$ cat config.mk
export PLATFORM = sky130hd
export DESIGN_NAME = forwarding_scoreboard_flat
export DESIGN_NICKNAME = d
export VERILOG_FILES = /design/src/rtl/forwarding_scoreboard_pkg.sv /design/src/rtl/forwarding_scoreboard_if.sv /design/src/rtl/forwarding_scoreboard_match_slice.sv /design/src/rtl/forwarding_scoreboard.sv /design/src/flat_wrapper.sv
export SDC_FILE = /design/constraint.sdc
export NUM_CORES = 1
export LEC_CHECK = 0
export ABC_AREA = 0
export ABC_CLOCK_PERIOD_IN_PS = 2100
export BUFFER_PORTS_ARGS = -buffer_cell sky130_fd_sc_hd__buf_2
export CORE_AREA = 4 4 63 65
export DETAILED_ROUTE_END_ITERATION = 12
export DIE_AREA = 0 0 67 69
export HOLD_SLACK_MARGIN = 0.15
export MAX_ROUTING_LAYER = met4
export PLACE_DENSITY = 0.76
export SKIP_LAST_GASP = 1
export SLEW_MARGIN = 10
export SYNTH_ARGS = -nofsm -noshare
export SYNTH_HDL_FRONTEND = slang
export SYNTH_SLANG_ARGS = --single-unit
$ cat constraint.sdc
create_clock -name clk -period 2.1 [get_ports clk]
set_input_delay 0.21 -clock clk [delete_from_list [all_inputs] [get_ports clk]]
set_output_delay 0.21 -clock clk [all_outputs]
set_load 0.01 [all_outputs]
$ cat src/rtl/forwarding_scoreboard_pkg.sv
// Shared constants and helpers for the forwarding/hazard scoreboard.
package forwarding_scoreboard_pkg;

  // srcSelEx encoding: 0 reads the register file, k forwards from shadow stage k
  localparam int unsigned FWD_SEL_REGFILE = 0;

  // Shadow stage indices counted from the first stage after ID
  localparam int unsigned STAGE_EX  = 0;
  localparam int unsigned STAGE_MEM = 1;

  // Shadow entry layout, LSB first: {dest, wbEn, isLoad}
  localparam int unsigned ENT_ISLOAD_BIT = 0;
  localparam int unsigned ENT_WBEN_BIT   = 1;
  localparam int unsigned ENT_DEST_LSB   = 2;

  // Width of one shadow entry
  function automatic int unsigned ent_width(input int unsigned reg_addr_w);
    return reg_addr_w + ENT_DEST_LSB;
  endfunction

  // Width of a forwarding select for a given number of shadow stages
  function automatic int unsigned sel_width(input int unsigned num_stages);
    return (num_stages <= 2) ? 1 : $clog2(num_stages);
  endfunction

endpackage

$ cat src/rtl/forwarding_scoreboard_if.sv
// ID-stage issue bus and forwarding/hazard results of the scoreboard.
interface forwarding_scoreboard_if #(
  parameter int unsigned REG_ADDR_W  = 4,
  parameter int unsigned NUM_SRC     = 2,
  parameter int unsigned NUM_STAGES  = 3,
  parameter int unsigned STALL_CNT_W = 16
);
  import forwarding_scoreboard_pkg::*;

  localparam int unsigned SEL_W = sel_width(NUM_STAGES);

  logic                          forwardingEnabled;
  logic                          freeze;
  logic                          flush;
  logic                          issueValid;
  logic                          issueWbEn;
  logic [REG_ADDR_W-1:0]         issueDest;
  logic                          issueIsLoad;
  logic [NUM_SRC-1:0]            srcValid;
  logic [NUM_SRC*REG_ADDR_W-1:0] srcAddr;
  logic                          hazard;
  logic [NUM_SRC*SEL_W-1:0]      srcSelEx;
  logic [STALL_CNT_W-1:0]        stallCount;

  // Pipeline control side
  modport master (
    output forwardingEnabled, freeze, flush, issueValid, issueWbEn, issueDest,
           issueIsLoad, srcValid, srcAddr,
    input  hazard, srcSelEx, stallCount
  );

  // Scoreboard side
  modport slave (
    input  forwardingEnabled, freeze, flush, issueValid, issueWbEn, issueDest,
           issueIsLoad, srcValid, srcAddr,
    output hazard, srcSelEx, stallCount
  );

endinterface

$ cat src/rtl/forwarding_scoreboard_match_slice.sv
// Compares one ID source against every shadow stage.
module fwd_match_slice
  import forwarding_scoreboard_pkg::*;
#(
  parameter int unsigned REG_ADDR_W = 4,
  parameter int unsigned NUM_STAGES = 3,
  parameter int unsigned SEL_W      = 2
) (
  input  logic                                        i_fwd_en,
  input  logic                                        i_issue_valid,
  input  logic                                        i_src_valid,
  input  logic [REG_ADDR_W-1:0]                       i_src_addr,
  input  logic [NUM_STAGES*ent_width(REG_ADDR_W)-1:0] i_stages,
  output logic [SEL_W-1:0]                            o_sel_next_c,
  output logic                                        o_load_use_c,
  output logic                                        o_stall_nofwd_c
);

  localparam int unsigned ENT_W = ent_width(REG_ADDR_W);

  logic [NUM_STAGES-1:0] w_match;
  logic [NUM_STAGES-1:0] w_is_load;
  logic                  w_unused;

  // Per-stage address match against live writers
  always_comb begin
    w_match   = '0;
    w_is_load = '0;
    for (int k = 0; k < int'(NUM_STAGES); k++) begin
      w_is_load[k] = i_stages[k*ENT_W + ENT_ISLOAD_BIT];
      w_match[k]   = i_issue_valid & i_src_valid & i_stages[k*ENT_W + ENT_WBEN_BIT] &
                     (i_stages[k*ENT_W + ENT_DEST_LSB +: REG_ADDR_W] == i_src_addr);
    end
  end

  // Hazard flags: a load in EX cannot forward yet; without forwarding, wait for WB
  always_comb begin
    o_load_use_c    = w_match[STAGE_EX] & w_is_load[STAGE_EX];
    o_stall_nofwd_c = |w_match[NUM_STAGES-2:0];
  end

  // Next-cycle select: producer in stage k-1 lands in stage k; youngest wins
  always_comb begin
    o_sel_next_c = SEL_W'(FWD_SEL_REGFILE);
    for (int k = int'(NUM_STAGES) - 1; k >= 1; k--) begin
      if (w_match[k-1]) o_sel_next_c = SEL_W'(k);
    end
    if (!i_fwd_en) o_sel_next_c = SEL_W'(FWD_SEL_REGFILE);
  end

  // WB-stage match and older load flags never affect the result
  assign w_unused = ^{w_is_load[NUM_STAGES-1:1], w_match[NUM_STAGES-1]};

endmodule

$ cat src/rtl/forwarding_scoreboard.sv
// Forwarding/hazard controller: shadow writer pipeline, EX select registers, stall counter.
module forwarding_scoreboard
  import forwarding_scoreboard_pkg::*;
#(
  parameter int unsigned REG_ADDR_W  = 4,
  parameter int unsigned NUM_SRC     = 2,
  parameter int unsigned NUM_STAGES  = 3,
  parameter int unsigned STALL_CNT_W = 16
) (
  input  logic                   clk,
  input  logic                   rst,
  forwarding_scoreboard_if.slave bus
);

  localparam int unsigned SEL_W = sel_width(NUM_STAGES);
  localparam int unsigned ENT_W = ent_width(REG_ADDR_W);
  localparam int unsigned SHIFT_W = (NUM_STAGES - 1) * ENT_W;

  logic [NUM_STAGES*ENT_W-1:0] r_stages;
  logic [NUM_SRC*SEL_W-1:0]    r_src_sel_ex;
  logic [STALL_CNT_W-1:0]      r_stall_count;
  logic [NUM_SRC*SEL_W-1:0]    w_sel_next;
  logic [NUM_SRC-1:0]          w_load_use;
  logic [NUM_SRC-1:0]          w_stall_nofwd;
  logic                        w_raw_hazard;
  logic                        w_hazard;
  logic                        w_issue_ok;
  logic [ENT_W-1:0]            w_issue_entry;

  // One comparator slice per source operand
  for (genvar i = 0; i < int'(NUM_SRC); i++) begin : g_src
    fwd_match_slice #(
      .REG_ADDR_W (REG_ADDR_W),
      .NUM_STAGES (NUM_STAGES),
      .SEL_W      (SEL_W)
    ) u_slice (
      .i_fwd_en        (bus.forwardingEnabled),
      .i_issue_valid   (bus.issueValid),
      .i_src_valid     (bus.srcValid[i]),
      .i_src_addr      (bus.srcAddr[i*REG_ADDR_W +: REG_ADDR_W]),
      .i_stages        (r_stages),
      .o_sel_next_c    (w_sel_next[i*SEL_W +: SEL_W]),
      .o_load_use_c    (w_load_use[i]),
      .o_stall_nofwd_c (w_stall_nofwd[i])
    );
  end

  // Hazard reduction; a flushed ID instruction never stalls
  always_comb begin
    w_raw_hazard  = bus.forwardingEnabled ? (|w_load_use) : (|w_stall_nofwd);
    w_hazard      = w_raw_hazard & ~bus.flush;
    w_issue_ok    = bus.issueValid & ~w_hazard & ~bus.flush;
    w_issue_entry = {bus.issueDest, bus.issueWbEn, bus.issueIsLoad};
  end

  // Shadow writer pipeline: shift on advance, bubble when ID does not issue
  always_ff @(posedge clk or negedge rst) begin
    if (!rst) begin
      r_stages <= '0;
    end else if (!bus.freeze) begin
      r_stages[STAGE_MEM*ENT_W +: SHIFT_W] <= r_stages[STAGE_EX*ENT_W +: SHIFT_W];
      r_stages[STAGE_EX*ENT_W +: ENT_W]    <= w_issue_ok ? w_issue_entry : '0;
    end
  end

  // EX forwarding selects, aligned with the instruction entering EX
  always_ff @(posedge clk or negedge rst) begin
    if (!rst) begin
      r_src_sel_ex <= '0;
    end else if (!bus.freeze) begin
      r_src_sel_ex <= w_issue_ok ? w_sel_next : '0;
    end
  end

  // Saturating count of non-frozen stall cycles
  always_ff @(posedge clk or negedge rst) begin
    if (!rst) begin
      r_stall_count <= '0;
    end else if (!bus.freeze && w_hazard && (r_stall_count != {STALL_CNT_W{1'b1}})) begin
      r_stall_count <= r_stall_count + STALL_CNT_W'(1);
    end
  end

  assign bus.hazard     = w_hazard;
  assign bus.srcSelEx   = r_src_sel_ex;
  assign bus.stallCount = r_stall_count;

endmodule

$ cat src/flat_wrapper.sv
// flat-port wrapper written by rule: the top's interface ports become plain ports
module forwarding_scoreboard_flat import forwarding_scoreboard_pkg::*;
#(
  parameter int unsigned REG_ADDR_W  = 4,
  parameter int unsigned NUM_SRC     = 2,
  parameter int unsigned NUM_STAGES  = 3,
  parameter int unsigned STALL_CNT_W = 16
)
  (clk, rst, bus_forwardingEnabled, bus_freeze, bus_flush, bus_issueValid, bus_issueWbEn, bus_issueDest, bus_issueIsLoad, bus_srcValid, bus_srcAddr, bus_hazard, bus_srcSelEx, bus_stallCount);
  forwarding_scoreboard_if #(.REG_ADDR_W(REG_ADDR_W), .NUM_SRC(NUM_SRC), .NUM_STAGES(NUM_STAGES), .STALL_CNT_W(STALL_CNT_W)) bus_i ();
  input  logic clk;
  input  logic rst;
  input wire logic [$bits(bus_i.forwardingEnabled)-1:0] bus_forwardingEnabled;
  input wire logic [$bits(bus_i.freeze)-1:0] bus_freeze;
  input wire logic [$bits(bus_i.flush)-1:0] bus_flush;
  input wire logic [$bits(bus_i.issueValid)-1:0] bus_issueValid;
  input wire logic [$bits(bus_i.issueWbEn)-1:0] bus_issueWbEn;
  input wire logic [$bits(bus_i.issueDest)-1:0] bus_issueDest;
  input wire logic [$bits(bus_i.issueIsLoad)-1:0] bus_issueIsLoad;
  input wire logic [$bits(bus_i.srcValid)-1:0] bus_srcValid;
  input wire logic [$bits(bus_i.srcAddr)-1:0] bus_srcAddr;
  output wire logic [$bits(bus_i.hazard)-1:0] bus_hazard;
  output wire logic [$bits(bus_i.srcSelEx)-1:0] bus_srcSelEx;
  output wire logic [$bits(bus_i.stallCount)-1:0] bus_stallCount;
  assign bus_i.forwardingEnabled = bus_forwardingEnabled;
  assign bus_i.freeze = bus_freeze;
  assign bus_i.flush = bus_flush;
  assign bus_i.issueValid = bus_issueValid;
  assign bus_i.issueWbEn = bus_issueWbEn;
  assign bus_i.issueDest = bus_issueDest;
  assign bus_i.issueIsLoad = bus_issueIsLoad;
  assign bus_i.srcValid = bus_srcValid;
  assign bus_i.srcAddr = bus_srcAddr;
  assign bus_hazard = bus_i.hazard;
  assign bus_srcSelEx = bus_i.srcSelEx;
  assign bus_stallCount = bus_i.stallCount;
  forwarding_scoreboard #(.REG_ADDR_W(REG_ADDR_W), .NUM_SRC(NUM_SRC), .NUM_STAGES(NUM_STAGES), .STALL_CNT_W(STALL_CNT_W)) u_core (.clk(clk), .rst(rst), .bus(bus_i));
endmodule
## Word level (Yosys, flattened, before mapping)

Cells that the tools add are included.

- Add/sub/neg operators: 1
- Equality and inequality tests: 5
- Mux-type cells: 9
- Bitwise logic cells: 17
- Reductions and logical operators: 5

Operator list:

| cell | number |
|---|---|
| $add 16x1->16 const B | 1 |
| $eq 4x4->1 | 4 |
| $ne 16x16->1 const B | 1 |
| $and 1x1->1 | 15 |
| $mux 2 | 6 |
| $mux 6 | 1 |
| $mux 4 | 1 |
| $reduce_or 4->1 | 1 |
| $logic_and 1x1->1 | 2 |
| $not 1->1 | 2 |
| $reduce_or 2->1 | 1 |
| $logic_not 1->1 | 1 |
| $mux 1 | 1 |

- Bits in registers: 32

## Logic depth before layout (Yosys ltp)

Gate-level depths: netlist (run 1).

- Depth after elaboration: 11
- Gate-level depth with buffers: 7

## Cells and area by module

From an unflattened synthesis (run 1), not the netlist that was laid out.

- Cell total of the unflattened synthesis: 159
- Area total of the unflattened synthesis: 1930.6 µm²

Modules (own cells, without submodules):

| module | instances | cells each | area an instance (µm²) | sequential area each (µm²) |
|---|---|---|---|---|
| forwarding_scoreboard | 1 | 115 | 1592.8 | 950.9 |
| fwd_match_slice | 2 | 22 | 168.9 | 0.0 |

## Worst setup path before layout (run 1)

No wires, ideal clock.

- Path type: reg-to-output
- From: register u_core.r_stages[4]
- To: output port bus_hazard
- Data arrival time: 1698 ps
- Path slack: 192 ps
- Cell stages (with the launch flop): 8
- Cells stage by stage: dfrtp_1 xnor2_1 nand4_1 or4_4 a21boi_2 buf_4 nor2_4 nor2_1

- Word-level cells in the longest chain between the ends: 6

RTL lines:

| item | line | source |
|---|---|---|
| from (decl) | forwarding_scoreboard.sv:19 | `logic [NUM_STAGES*ENT_W-1:0] r_stages;` |
| from (signal, indexed assignment) | forwarding_scoreboard.sv:61 | `r_stages[STAGE_MEM*ENT_W +: SHIFT_W] <= r_stages[STAGE_EX*ENT_W +: SHIFT_W];` |
| from (signal, indexed assignment) | forwarding_scoreboard.sv:62 | `r_stages[STAGE_EX*ENT_W +: ENT_W] <= w_issue_ok ? w_issue_entry : '0;` |
| $eq 4x4->1 | forwarding_scoreboard_match_slice.sv:32 | `(i_stages[k*ENT_W + ENT_DEST_LSB +: REG_ADDR_W] == i_src_addr);` |
| $and 1x1->1 | forwarding_scoreboard_match_slice.sv:31 | `w_match[k] = i_issue_valid & i_src_valid & i_stages[k*ENT_W + ENT_WBEN_BIT] &` |
| $and 1x1->1 | forwarding_scoreboard_match_slice.sv:38 | `o_load_use_c = w_match[STAGE_EX] & w_is_load[STAGE_EX];` |
| $reduce_or 2->1 | forwarding_scoreboard.sv:50 | `w_raw_hazard = bus.forwardingEnabled ? (\|w_load_use) : (\|w_stall_nofwd);` |
| $mux 1 * | forwarding_scoreboard.sv:50 |  |
| $and 1x1->1 * | forwarding_scoreboard.sv:51 | `w_hazard = w_raw_hazard & ~bus.flush;` |
| to (decl) | flat_wrapper.sv:22 | `output wire logic [$bits(bus_i.hazard)-1:0] bus_hazard;` |

Every way passes the cells marked *; elsewhere a longest branch is shown, timed or not.

## Worst setup path in the final report (run 1)

- From: register u_core.r_stages[3]
- To: output port bus_hazard

Same word-level chain as after synthesis.

==> flow_metrics.tcl, run 1 <==
set metrics [dict create \
    floorplan.die.width_um 67 \
    clock_latency_ns 0.35 \
    die_h_um 69 \
    worstSetupPathType "flip-flop to output pin" \
    synth.ff_latch_count 31 \
    tritonroute_pass_1_iters 4 \
    setup_slack_after_layout_ns -0.2644 \
    total_leakage_power_nw 1.100 \
    postLayoutCoreUtil_pct 69.07 \
    pin_count 43 \
    wire_length_of_the_first_global_routing_pass_mm 6.755 \
    critical-path-slowest-cell "dfrtp_2" \
    groute.usage.overall_pct 19.87 \
    fin_crit_ns 2.364 \
    cp_slowest_stage_delay_ns 0.45 \
    status "complete, but fails checks" \
    rows 21 \
    cellPowerDensity_nw_per_um2 547.7 \
    max_slew_vio_count 0 \
    layout.cell_area.non_filler_um2 2305 \
    cts_root_buf "clkbuf_4" \
    worst_pin_slew_ns 0.6901 \
    post-place-ws_ns 0.02086 \
    postSynth.asyncResetShare_pct 100.0 \
    first_global_vias 1453 \
    grt_max_degree 32 \
    postSynthNetCount 172 \
    clk_pin_slew_worst_paths_ns 0.10 \
    timing.final.hold_violations 0 \
    num_antenna_cells 0 \
    crit_family "simple AND/OR/NAND/NOR gates" \
    timing.max_cap.violations 0 \
    timing.rr.end "u_core.bus.stallCount[11]" \
    routed_wl_mm 4.138 \
    worstPathArrival_ns 2.15 \
    final-setup-viol-count 19 \
    worstHoldEndpoint "u_core.bus.srcSelEx[2]" \
    syn_to_final_growth_pct 34.95 \
    worstHoldStart "bus_freeze" \
    nNetsFinal 239 \
    layout.cells.most_common "buf_2" \
    cts.sinks 31 \
    final.setup_skew_ns 0.01330 \
    syn-instance-count 149 \
    crit_fanout 7 \
    min_delay_path_depth 3 \
    critPathLaunchType "flip-flop" \
    initial_core_util_pct 51.18 \
    n_fill_cell 248 \
    grt.overflow.total 0 \
    worstRegToRegCells 8 \
    ys_dominant_reg_cell "dfrtp_1" \
    crit_path_cell_trace "xnor2_1 -> nand4_1 -> nor4_2 -> o41a_1 -> nor2_4 -> nor2_1 -> buf_2" \
    synth_warnings 0 \
    setup_crit_start "u_core.r_stages[3]" \
    hold_class "input pin to flip-flop" \
    reg_to_reg_start "u_core.r_stages[3]" \
    ctsLongestPathBuffers 2 \
    detail_route.drc_violations 0 \
    violations "negative setup slack" \
    dr.first_iter.drc_count 76 \
    r2r_slack_ns -0.14 \
    layout_common_cells "buf_2 (42), dfrtp_1 (30), xor2_1 (16), buf_4 (14), xnor2_1 (13)" \
    dp.final_hpwl_mm 3.029 \
    timing.critical_path.to_type "output pin" \
    number_of_distinct_library_cell_variants_in_the_gate_level_netlist_after_synthesis 36 \
    synth-edff-count 0 \
    worst-endpoint-required_ns 1.89 \
    synthesis.area_um2 1708 \
    die_area_um2 4623 \
    tritoncts "built" \
    vias 1486 \
    numPortBuffers 42 \
    ir_drop_mv 0.6713 \
    antenna_violating_nets_post_route 0 \
    yosysTopAreaCellShare_pct 45.42 \
    synth_seq_area_share_pct 45.42 \
    fmax_mhz 422.9 \
    grt_setup_unrepaired "true" \
    synth.top_cells.by_area "dfrtp_1 (45%), xor2_1 (8.7%), xnor2_1 (6.7%)" \
    slew_headroom_pct 54.00 \
    cts-htree-levels 2 \
    tritoncts.num_buffers 5 \
    number_of_antenna_violations_at_the_first_check_in_global_routing 0 \
    worst_hold_slack_ns 0.2849 \
    routabilityCongestion 0.9040 \
    synth_area_per_cell_um2 11.46 \
    min_period_over_period_pct 112.6 \
    route.detailed.vias_per_inst 5.650 \
    synth_top_area_cell "dfrtp_1" \
    core_footprint_um2 3337 \
    postPlaceCellArea_um2 2041 \
    routedWlPerCell_um 15.73 \
    proportion_of_layout_cells_with_a_drive_suffix_above_1_pct 41.01 \
    cp_num_buf_inv 1 \
]
-- tightest hold or removal path, stage by stage --
cell	delay [ns]
buf_2	0.21
nand2_1	0.10
o21ai_0	0.07
-- cell usage after synthesis, types with 2 or more instances --
master,instances
inv_1,3
nor2_1,5
dfrtp_1,31
and3_1,5
nand4_1,4
nand2_1,7
o21ai_1,3
a2111oi_1,3
xor2_1,17
mux2_2,6
and2_1,3
nand3_1,7
o2111ai_1,4
a32o_1,8
and4_1,2
o211ai_1,2
o21ai_0,4
nor4_2,3
clkbuf_1,3
xnor2_1,13
-- where the power goes --
part,leakage (nW),internal (mW),switching (mW)
Combinational,0.631,0.0669,0.0733
Clock,0.0482,0.281,0.212
Sequential,0.421,0.612,0.0166
Total,1.10,0.960,0.302
-- routing by layer --
metal	track usage, %	wire length (µm)	part of all wire (%)
met1	26.02	1751	42
met2	28.17	1940	47
met3	6.006	333	8.0
met4	8.784	113	2.7
met5	-	0	0
-- worst max path at each step --
| stage | endpoint | cells past startpoint |
|---|---|---|
| final | bus_hazard | 7 |
| after global routing | bus_hazard | 7 |
| after CTS | bus_hazard | 7 |
| after detailed placement | u_core.bus.stallCount[14] | 6 |
| after global placement | u_core.bus.stallCount[1] | 5 |
| after floorplan | bus_hazard | 7 |
-- registers in the layout (all words and copies together) (netlist names) --
register and cells:
u_core.r_stages 11, u_core.bus.stallCount 16, u_core.bus.srcSelEx 4
-- stage by stage --
stage / std cells / TNS [ns] / power [mW]
finish: 263 / -1.347 / 1.262
global route: 263 / -3.510 / 1.320
CTS: 261 / -0.4245 / 1.269
detailed placement: 243 / 0 / 0.7636
global placement: 243 / 0 / 0.7585
floorplan: 149 / 0 / 0.7045
-- logic make-up after synthesis --
group	after synthesis	synth area share, %
compound gates	30	15.38
xor+xnor	30	15.38
fa+ha+maj	1	0.7325
buf+inv	8	2.418
flops	31	45.42
mux	7	4.542
simple gates	42	16.12
-- area by class of cell --
class                   instances  area [µm²]  share of cell area [%]
clock buffers                   6       51.30                   2.226
clock inverters                 2       35.03                   1.520
inverters                       3       11.26                  0.4886
multi-input cells             110       957.2                   41.53
flip-flops and latches         31       777.0                   33.71
well taps                      46       57.56                   2.497
repair buffers                 65       415.4                   18.02
-- repair_timing --
| action | CTS | global route |
|---|---|---|
| setup buffers | 2 | 2 |
| endpoints found under the setup margin | 4 | 19 |
| endpoints found under the hold margin | 38 | 0 |
| gates cloned | 0 | 0 |
| hold buffers | 8 | 0 |
| resized for setup | 4 | 7 |
| pin swaps | 3 | 7 |
Power figures use the tool's default switching activity.
==> run 2: changes to the inputs <==
--- a/config.mk
+++ b/config.mk
@@ -14,6 +14,7 @@
 export HOLD_SLACK_MARGIN = 0.15
 export MAX_ROUTING_LAYER = met4
 export PLACE_DENSITY = 0.76
+export SETUP_SLACK_MARGIN = 0.02
 export SKIP_LAST_GASP = 1
 export SLEW_MARGIN = 10
 export SYNTH_ARGS = -nofsm -noshare
==> run 2 against run 1 <==
  * The run still ends with negative setup slack left
  * Combinational power about the same
  * Worst hold slack about the same
  * Clock power about the same
  * Global-route usage up 0.10 points
  * Non-clock buffer count down 1
  * Sequential share of layout area down 0.25 points
  * Power up 0.22%
  * Critical path depth up 1
  * Utilization up 0.52 points
  * First-iteration DRC count down 14%
==> flow_metrics.tcl, run 2 (synthesis results as in run 1) <==
set metrics [dict create \
    status "complete, but fails checks" \
    violations "negative setup slack" \
    power.combinational.fraction_pct 11.2 \
    critPathLaunchType "flip-flop" \
    layout.cells.most_common "buf_2" \
    routed_wl_mm 4.169 \
    final.setup_skew_ns 0.01350 \
    timing.max_cap.violations 0 \
    number_of_antenna_violations_at_the_first_check_in_global_routing 0 \
    die_h_um 69 \
    tritonroute_pass_1_iters 4 \
    slew_headroom_pct 51.83 \
    largest_register_ff_count 16 \
    grt_setup_unrepaired "true" \
    fin_crit_ns 2.356 \
    seqPwrFrac_pct 49.7 \
    antenna_violating_nets_post_route 0 \
    n_fill_cell 248 \
    dp.final_hpwl_mm 3.029 \
    rows 21 \
    setup_total_negative_slack_ns -0.8135 \
    power_switching_mw 0.3042 \
    worst-endpoint-required_ns 1.89 \
    worst_pin_slew_ns 0.7201 \
    syn_to_final_growth_pct 35.97 \
    wire_length_of_the_first_global_routing_pass_mm 6.762 \
    num_antenna_cells 0 \
    proportion_of_layout_cells_with_a_drive_suffix_above_1_pct 40.74 \
    cts_root_buf "clkbuf_4" \
    critical-path-slowest-cell "or4_4" \
    vias 1476 \
    die_area_um2 4623 \
    area_of_the_multi_input_gates_um2 982.2 \
    layout_common_cells "buf_2 (42), dfrtp_1 (30), xor2_1 (16), xnor2_1 (13), buf_4 (13)" \
    crit_family "simple AND/OR/NAND/NOR gates" \
    tritoncts.num_buffers 5 \
    fmax_mhz 424.4 \
    clk_pin_slew_worst_paths_ns 0.10 \
    route.detailed.vias_per_inst 5.634 \
    final-setup-viol-count 15 \
    cp_slowest_stage_delay_ns 0.47 \
    timing.final.hold_violations 0 \
    min_period_over_period_pct 112.2 \
    timing.critical_path.to_type "output pin" \
    clockPowerShare_pct 39.1 \
    initial_core_util_pct 51.18 \
    cellPowerDensity_nw_per_um2 544.8 \
    worstSetupPathType "flip-flop to output pin" \
    hold_class "input pin to flip-flop" \
    ctsLongestPathBuffers 2 \
    grt_util_met1_pct 26.02 \
    routedWlPerCell_um 15.91 \
    crit_path_cell_trace "xnor2_1 -> nand4_1 -> or4_4 -> a21boi_4 -> buf_12 -> nor2_4 -> nor2_1 -> buf_2" \
    power_report.internal_total_mw 0.9609 \
    first_global_vias 1450 \
    power_total_mw 1.265 \
    groute.usage.overall_pct 19.97 \
    core_footprint_um2 3337 \
    grt_busiest_layer "met2" \
    setup_slack_after_layout_ns -0.2562 \
    pin_count 43 \
    sw_frac_of_total_pct 24.05 \
    postLayoutCoreUtil_pct 69.59 \
    met2_usage_pct 28.17 \
    worstPathArrival_ns 2.15 \
    cp_num_buf_inv 2 \
    tritoncts "built" \
    max_slew_vio_count 0 \
    total_leakage_power_nw 1.095 \
    ir_drop_mv 0.6779 \
    floorplan.die.width_um 67 \
    crit_fanout 11 \
    detail_route.drc_violations 0 \
    dr.first_iter.drc_count 65 \
    clock_latency_ns 0.34 \
    grt.overflow.total 0 \
    grt_max_degree 32 \
    numPortBuffers 42 \
    cts-htree-levels 2 \
    cts.sinks 31 \
    post-place-ws_ns 0.02086 \
    nNetsFinal 238 \
    routabilityCongestion 0.9040 \
    register_area_um2 777.0 \
    grt.met3_usage_pct 6.006 \
]
-- run 2: cell types whose count changed in the layout (fill, tap and decap cells not counted) --
cell       previous run  this run
buf_4                14        13
a2111oi_2             3         1
a2111oi_4             1         3
-- run 2: what timing repair did --
item	in CTS	in global routing
hold endpoints to repair	38	0
buffers inserted	3	0
gates cloned	0	0
gates resized for setup	5	8
pin swaps	4	5
hold buffers	8	0
endpoints found under the setup margin	6	19
-- run 2: power by group through the flow --
stage	clock network [mW]	logic (mW)	registers, mW
global route	0.534	0.156	0.631
floorplan	0	0.0656	0.639
CTS	0.501	0.140	0.629
global placement	0	0.119	0.639
finish	0.495	0.142	0.629
detailed placement	0	0.123	0.640
-- run 2: per-layer routing --
metal	vias up	wire [µm]
met4	0	129
met5	-	0
li1	694	-
met3	15	310
met1	702	1761
met2	65	1968
-- run 2: worst register-to-register path: cells and delay by family (launching register included) --
kind | cells | cell delay, ns
AOI/OAI and AO/OA | 2 | 0.49
DFF | 1 | 0.44
buffers and inverters | 2 | 0.39
and+or+nand+nor | 3 | 0.59
xor gates and xnor gates | 1 | 0.16
-- run 2: final timing paths --
kind / to / cells past startpoint / slack (ns) / startpoint
worst max-delay path: bus_hazard / 8 / -0.26 / u_core.r_stages[4]
worst min-delay path: u_core.bus.srcSelEx[2] / 3 / 0.29 / bus_freeze
worst max register to register: u_core.bus.srcSelEx[1] / 8 / -0.10 / u_core.r_stages[4]
worst min register to register: u_core.bus.stallCount[15] / 1 / 0.48 / u_core.bus.stallCount[15]
max in group asynchronous: u_core.r_stages[3] / 2 / 1.21 / rst
min in group asynchronous: u_core.bus.stallCount[7] / 2 / 0.43 / rst
-- run 2: final cells by class --
| cell class | count | area share, % |
|---|---|---|
| multi-input cells | 110 | 42.30 |
| flip-flops and latches | 31 | 33.46 |
| repair buffers | 64 | 17.56 |
| well taps | 46 | 2.478 |
| clock buffers | 6 | 2.209 |
| clock inverters | 2 | 1.509 |
| inverters | 3 | 0.4849 |
-- run 2: stage by stage --
| step | hold WS, ns | cells | area (µm²) |
|---|---|---|---|
| floorplan | -0.08559 | 149 | 1708 |
| global placement | 0.2782 | 243 | 2041 |
| detailed placement | 0.2908 | 243 | 2041 |
| CTS | 0.2748 | 262 | 2257 |
| global route | 0.3249 | 262 | 2322 |
| finish | 0.2853 | 262 | 2322 |
